--- src/rtl/teclado_pkg.sv ---
// Shared definitions for the 4x4 keypad emulator and the matrix scanner:
// FSM encoding, LFSR constants and the key-code to row/column mapping.
package teclado_pkg;

  typedef enum logic [2:0] {
    ST_IDLE       = 3'd0,
    ST_BOUNCE_IN  = 3'd1,
    ST_HOLD       = 3'd2,
    ST_BOUNCE_OUT = 3'd3,
    ST_GAP        = 3'd4
  } estado_t;

  // x^8 + x^6 + x^5 + x^4 + 1, shift-left Fibonacci form: taps on bits 7,5,4,3
  localparam logic [7:0] LFSR_SEED = 8'hA5;
  localparam logic [7:0] LFSR_TAPS = 8'hB8;

  function automatic logic [1:0] key_row(input logic [3:0] code);
    return code[3:2];
  endfunction

  function automatic logic [1:0] key_col(input logic [3:0] code);
    return code[1:0];
  endfunction

  // Feedback bit; it is also bit 0 of the next LFSR value.
  function automatic logic lfsr_fb(input logic [7:0] q);
    return ^(q & LFSR_TAPS);
  endfunction

  function automatic logic [7:0] lfsr_step(input logic [7:0] q);
    return {q[6:0], lfsr_fb(q)};
  endfunction

endpackage

--- src/rtl/lfsr8.sv ---
// Free-running 8-bit Fibonacci LFSR used as the contact-bounce source.
module lfsr8
  import teclado_pkg::*;
(
  input  logic       clk,
  input  logic       rst,
  output logic [7:0] q
);

  always_ff @(posedge clk or negedge rst) begin
    if (!rst) q <= LFSR_SEED;
    else      q <= lfsr_step(q);
  end

endmodule

--- src/rtl/emulador_teclado.sv ---
// 4x4 keypad emulator: answers the scanner's column drive with row sense for
// one commanded key, with LFSR contact bounce around a timed firm closure.
module emulador_teclado
  import teclado_pkg::*;
#(
  parameter int BOUNCE_CYCLES = 8,
  parameter int RELEASE_GAP   = 16,
  parameter int HOLD_W        = 16
) (
  input  logic              clk,
  input  logic              rst,
  input  logic [3:0]        saida_conf_teclado,
  output logic [3:0]        entrada_teclado,
  input  logic              cmd_valid,
  output logic              cmd_ready,
  input  logic [3:0]        cmd_key,
  input  logic [HOLD_W-1:0] cmd_hold,
  input  logic              cmd_abort,
  output logic              busy,
  output logic              done
);

  localparam int CW_B  = $clog2(BOUNCE_CYCLES + 1);
  localparam int CW_G  = $clog2(RELEASE_GAP + 1);
  localparam int CW_BG = (CW_B > CW_G) ? CW_B : CW_G;
  localparam int CW    = (HOLD_W > CW_BG) ? HOLD_W : CW_BG;

  // Counter holds "cycles left minus one" so a phase ends when it reads zero.
  localparam logic [CW-1:0] BOUNCE_LOAD = (BOUNCE_CYCLES > 0) ? CW'(BOUNCE_CYCLES - 1) : '0;
  localparam logic [CW-1:0] GAP_LOAD    = (RELEASE_GAP > 0)   ? CW'(RELEASE_GAP - 1)   : '0;

  estado_t           r_state;
  logic [CW-1:0]     r_cnt;
  logic [3:0]        r_key;
  logic [HOLD_W-1:0] r_hold;
  logic              r_contact;
  logic              r_done;

  estado_t           w_next;
  logic [CW-1:0]     w_load;
  logic [HOLD_W-1:0] w_hold_src;
  logic [CW-1:0]     w_hold_load;
  logic              w_cnt_zero;
  logic              w_accept;
  logic              w_contact_next;
  logic [7:0]        w_lfsr;
  logic              w_bounce_bit;
  logic [1:0]        w_row;
  logic [1:0]        w_col;

  lfsr8 u_lfsr (
    .clk (clk),
    .rst (rst),
    .q   (w_lfsr)
  );

  // Contact is registered, so it takes the LFSR bit the LFSR itself will hold next cycle.
  assign w_bounce_bit = lfsr_fb(w_lfsr);
  assign w_cnt_zero   = (r_cnt == '0);
  assign w_accept     = (r_state == ST_IDLE) && cmd_valid;
  assign w_hold_src   = (r_state == ST_IDLE) ? cmd_hold : r_hold;
  assign w_hold_load  = (w_hold_src == '0) ? '0 : CW'(w_hold_src - HOLD_W'(1));

  // State register, phase counter, command latch and registered outputs
  always_ff @(posedge clk or negedge rst) begin
    if (!rst) begin
      r_state   <= ST_IDLE;
      r_cnt     <= '0;
      r_key     <= '0;
      r_hold    <= '0;
      r_contact <= 1'b0;
      r_done    <= 1'b0;
    end else begin
      r_state   <= w_next;
      r_contact <= w_contact_next;
      r_done    <= (r_state == ST_GAP) && (w_next == ST_IDLE);
      if (w_accept) begin
        r_key  <= cmd_key;
        r_hold <= cmd_hold;
      end
      if (w_next != r_state) r_cnt <= w_load;
      else if (!w_cnt_zero)  r_cnt <= r_cnt - CW'(1);
    end
  end

  // Next-state logic; abort beats a same-edge phase exit everywhere but GAP
  always_comb begin
    w_next = r_state;
    unique case (r_state)
      ST_IDLE: begin
        if (cmd_valid) w_next = (BOUNCE_CYCLES > 0) ? ST_BOUNCE_IN : ST_HOLD;
      end
      ST_BOUNCE_IN: begin
        if (cmd_abort)       w_next = ST_GAP;
        else if (w_cnt_zero) w_next = ST_HOLD;
      end
      ST_HOLD: begin
        if (cmd_abort)       w_next = ST_GAP;
        else if (w_cnt_zero) w_next = (BOUNCE_CYCLES > 0) ? ST_BOUNCE_OUT : ST_GAP;
      end
      ST_BOUNCE_OUT: begin
        if (cmd_abort || w_cnt_zero) w_next = ST_GAP;
      end
      ST_GAP: begin
        if (w_cnt_zero) w_next = ST_IDLE;
      end
      default: w_next = ST_IDLE;
    endcase
  end

  // Counter reload and contact value for the phase being entered
  always_comb begin
    w_load         = '0;
    w_contact_next = 1'b0;
    unique case (w_next)
      ST_BOUNCE_IN, ST_BOUNCE_OUT: begin
        w_load         = BOUNCE_LOAD;
        w_contact_next = w_bounce_bit;
      end
      ST_HOLD: begin
        w_load         = w_hold_load;
        w_contact_next = 1'b1;
      end
      ST_GAP:  w_load = GAP_LOAD;
      default: w_load = '0;
    endcase
  end

  // Outputs; row sense is purely combinational on the live column drive
  assign w_row = key_row(r_key);
  assign w_col = key_col(r_key);

  always_comb begin
    cmd_ready       = (r_state == ST_IDLE);
    busy            = (r_state != ST_IDLE);
    done            = r_done;
    entrada_teclado = 4'b1111;
    if (r_contact && !saida_conf_teclado[w_col]) entrada_teclado[w_row] = 1'b0;
  end

endmodule

--- config.mk ---
export PLATFORM = sky130hd
export DESIGN_NAME = emulador_teclado
export DESIGN_NICKNAME = d
export VERILOG_FILES = /design/src/rtl/teclado_pkg.sv /design/src/rtl/lfsr8.sv /design/src/rtl/emulador_teclado.sv
export SDC_FILE = /design/constraint.sdc
export NUM_CORES = 1
export LEC_CHECK = 0
export ABC_AREA = 1
export CORE_ASPECT_RATIO = 0.8
export CORE_MARGIN = 2
export CORE_UTILIZATION = 46
export CTS_BUF_LIST = sky130_fd_sc_hd__clkbuf_8 sky130_fd_sc_hd__clkbuf_16
export CTS_CLUSTER_DIAMETER = 150
export DETAILED_ROUTE_END_ITERATION = 12
export PLACE_DENSITY = 0.81
export SYNTH_ARGS = -nofsm -noshare
export SYNTH_HDL_FRONTEND = slang
export SYNTH_SLANG_ARGS = --single-unit
--- constraint.sdc ---
create_clock -name clk -period 1.9 [get_ports clk]
set_input_delay 0.38 -clock clk [delete_from_list [all_inputs] [get_ports clk]]
set_output_delay 0.38 -clock clk [all_outputs]
set_load 0.02 [all_outputs]
==> results of run 1 <==
[area by class of cell]
class / instances / area (µm²) / area share (%)
Multi-Input combinational cell: 325 / 1920 / 43.2
Sequential cell: 49 / 1230 / 27.7
Timing Repair Buffer: 99 / 882 / 19.8
Inverter: 51 / 194 / 4.36
Tap cell: 84 / 105 / 2.36
Clock buffer: 5 / 68.8 / 1.55
Clock inverter: 3 / 47.5 / 1.07
[flip-flops by register name, summed over array words and instances (netlist names)]
register	cells
done	1
r_contact	1
r_cnt	16
r_key	4
r_hold	16
r_state	3
u_lfsr.q	8
[what timing repair did]
item | CTS | global route
buffers inserted | 4 | 8
gates resized for setup | 61 | 41
setup endpoints to repair | 22 | 23
pin swaps | 13 | 20
gates cloned | 0 | 1
[layout by cell type (no fill, tap or decap), drive strengths merged, types with 2 or more instances in the layout]
master / instances
nand2: 126
buf: 71
nor2: 68
inv: 51
nand3: 48
dfrtp: 45
clkdlybuf4s50: 25
xor2: 14
o21ai: 14
a21oi: 13
mux2: 12
nand4: 10
xnor2: 7
clkbuf: 5
nor3: 5
dfstp: 4
dlygate4sd2: 3
ha: 3
clkinv: 2
[power groups by stage]
stage / sequential [mW] / clock (mW) / combinational (mW)
floorplan: 1.06 / 0 / 0.00267
global placement: 1.06 / 0 / 0.0891
detailed placement: 1.06 / 0 / 0.0912
CTS: 1.04 / 0.801 / 0.0921
global route: 1.04 / 0.841 / 0.102
finish: 1.04 / 0.812 / 0.0926
[cells by family after synthesis]
group                    count (synthesis)
flip-flops                              49
AO/OA/AOI/OAI                           29
buffers and inverters                   59
XOR/XNOR                                21
adder cells (fa/ha/maj)                  3
AND/OR/NAND/NOR                        259
multiplexers                            12
[layer usage]
| metal | vias to the layer above | wire [µm] |
|---|---|---|
| met5 | - | 0 |
| met2 | 159 | 4760 |
| li1 | 1570 | - |
| met4 | 0 | 428 |
| met1 | 1610 | 3910 |
| met3 | 52 | 637 |
[path summary, 6_finish.rpt]
kind / end / slack, ns / depth (start not counted)
worst max-delay path: r_cnt[3]$_DFFE_PN0P_ / -0.15 / 11
worst min-delay path: r_cnt[3]$_DFFE_PN0P_ / 0.008 / 1
worst max register to register: r_cnt[3]$_DFFE_PN0P_ / -0.15 / 11
worst min register to register: u_lfsr.q[2]$_DFF_PN1_ / 0.36 / 0
max in group asynchronous: u_lfsr.q[0]$_DFF_PN1_ / 1.28 / 2
min in group clk: u_lfsr.q[2]$_DFF_PN1_ / 0.36 / 0
[through the flow]
stage / utilization, % / hold WS, ns / setup slack, ns
3_5_place_dp: 61.3 / 0.337 / -0.681
6_report: 68.4 / 0.00772 / -0.150
5_1_grt: 68.4 / 0.0658 / -0.260
3_3_place_gp: 61.3 / 0.335 / -0.535
4_1_cts: 65.2 / 0.0396 / -0.0740
2_1_floorplan: - / 0.0844 / 0.000226
==> Implementation_results.wiki, run 1 <==
{| class="wikitable"
! Metric !! Value
|-
| Xor/xnor cell area share of the yosys netlist || 5.82%
|-
| Post-synthesis cell area || 3160 µm²
|-
| Reg-to-reg critical path startpoint || r_state[0]$_DFF_PN0_
|-
| Die extent in y || 78.2 µm
|-
| Buffer levels on the longest clock path || 2
|-
| Detailed-route via count || 3391
|-
| TritonCTS Buffers || 5
|-
| Total power density per cell area || 437 nW/µm²
|-
| Number of max-capacitance violations reported || 0
|-
| Total Die Area || 7560 µm²
|-
| Fraction of met3 tracks used by global routing || 4.27%
|-
| Unrepaired setup endpoints after global routing || true
|-
| Switching share of power || 23.1%
|-
| Simple logic cell fraction of the synthesized area || 36.2%
|-
| Hold crit path type || in2async
|-
| Initial DRC Count || 237
|-
| Core region area || 6510 µm²
|-
| Combinational family with the most area after synthesis || simple AND/OR/NAND/NOR gates
|-
| Power dissipated by switching net loads || 0.450 mW
|-
| Chain of cells forming the critical path || nor2_4 > nand2_4 > buf_12 > o21ai_4 > nand3_1 > nor2_2 > nand2_2 > nand3_1 > nand3_1 > nand2_1 > inv_1
|-
| Transition time at the pin with the least slew margin || 0.509 ns
|-
| Hold Violations, Final || 0
|-
| Number of detailed-routing iterations run before antenna repair || 7
|-
| Routed vias/inst || 5.50
|-
| Yosys top cell by area || sky130_fd_sc_hd__dfrtp_1
|-
| Clock sink count || 49
|-
| Yosys cell types || 33
|-
| Count of endpoints failing setup in the final report || 21
|-
| Standard-cell row count || 26
|-
| Avg Inst Size Synth || 7.32 µm²
|-
| Placed Cells incl. Taps || 596
|-
| Worst setup startpoint || r_state[0]$_DFF_PN0_
|-
| Proportion of netlist area held by the largest area contributor || 35.6%
|-
| RePlAce Congestion || 0.938
|-
| Met1 GRT Util || 29.9%
|-
| I/O pin cnt || 35
|-
| Hold Buf Count CTS || 0
|-
| Worst voltage drop across the vdd grid || 0.000312 V
|-
| Nature of the critical path endpoint || flop
|-
| Data arrival time of the critical path || 2.28 ns
|-
| Layout net count || 562
|-
| Combinational share of power || 4.8%
|-
| Most instantiated library cell after synthesis || sky130_fd_sc_hd__nand2_1
|-
| Setup ws final || -0.150 ns
|-
| Time the worst path needs with I/O delays and setup || 2.05 ns
|-
| # diodes || 0
|-
| Width of the chip || 96.7 µm
|-
| Standard cell with the maximum stage delay on the critical path || sky130_fd_sc_hd__dfrtp_1
|-
| Cell area after layout || 4450 µm²
|-
| Category of the most critical setup path || reg2reg
|-
| HPWL after detailed placement || 6250 µm
|-
| Critical path's top delay family || simple AND/OR/NAND/NOR gates
|-
| Count of flip-flops with a built-in enable after synthesis || 0
|-
| Most used flip-flop cell after synthesis || sky130_fd_sc_hd__dfrtp_1
|-
| Critical path's most frequent cell || sky130_fd_sc_hd__nand3_1
|-
| Synth area leaders || sky130_fd_sc_hd__dfrtp_1 36%, sky130_fd_sc_hd__nand2_1 14%, sky130_fd_sc_hd__nand3_1 7.1%
|-
| Flops & latches, synth || 49
|-
| Pwr Total || 1.95 mW
|-
| Startpoint types || flop
|-
| Number of DRC violations after detailed routing || 0
|-
| Initial core utilization || 48.6%
|-
| Failing checks || negative setup slack
|-
| Max H-tree Level || 2
|-
| Routed WL || 9740 µm
|-
| Total Routing Usage GR || 23.6%
|-
| Total overflow reported by the global router || 0
|-
| Fraction of registers with async set/reset || 100%
|-
| Number of buffers inserted by port buffering || 34
|-
| Syn Nets || 463
|-
| Layout cell share with drive strength beyond 1 || 32.3%
|-
| Synthesized-area fraction occupied by ao, oa, aoi and oai cells || 5.98%
|-
| CTS tree || yes
|-
| Bufs and invs on worst path || 2
|-
| Remaining antenna violation count || 0
|-
| Top post-synthesis cells by count || 119 x sky130_fd_sc_hd__nand2_1, 58 x sky130_fd_sc_hd__nor2_1, 45 x sky130_fd_sc_hd__dfrtp_1, 45 x sky130_fd_sc_hd__nand3_1, 44 x sky130_fd_sc_hd__inv_1
|-
| Status || finished with violations
|-
| Most used routing layer in global routing || met2
|-
| Fraction of the yosys area taken by sequential cells || 38.9%
|-
| Sum Neg Setup Slack || -2.31 ns
|-
| Layout overhead on the synthesized area || 40.8%
|-
| Met2 demand-to-capacity share in global routing || 41.7%
|-
| Max-slew headroom at the worst pin || 66.1%
|-
| Mux cell area share after synthesis || 4.27%
|-
| Largest fanout on the critical path || 14
|-
| Clock slew seen by the registers of the worst setup and hold paths || 0.11 ns
|-
| Synthesized-area fraction occupied by adder cells || 1.19%
|-
| Critical Path RT || 2.13 ns
|-
| Final Non-Filler Cells || 616
|-
| Cell Int Power || 1.50 mW
|-
| Detailed-route wire length per cell || 15.8 µm
|-
| Syn Inst Count || 432
|-
| Highest achievable clock rate || 0.488 GHz
|-
| Global-route wire length before repair || 14800 µm
|-
| Clock tree root driver cell || sky130_fd_sc_hd__clkbuf_8
|-
| Standard cell area after detailed placement || 3990 µm²
|-
| Insertion delay of the later-clocked pin in the worst-skew pair || 0.32 ns
|-
| Maximum single-stage delay on the critical path || 0.42 ns
|-
| Fill cells || 478
|-
| Final setup skew || 0.0153 ns
|-
| Part of the power in the clock network || 41.7%
|-
| Largest net degree at the start of global routing || 31
|-
| Static power due to leakage || 2.25 nW
|-
| Via count of the first global-routing pass || 3277
|-
| Final Cycle Share || 108%
|-
| Number of max-slew violations in the final report || 0
|-
| Number of antenna violations at the first check in global routing || 0
|-
| Syn. warnings || 0
|-
| Seq pwr share || 53.6%
|}
Note: power is estimated with default switching activity, not from simulation.
==> inputs of run 2 (changes only) <==
- CAP_MARGIN: default -> 20
==> results of run 2 <==
No change in the layout: final DEF, timing and power equal those of run 1.
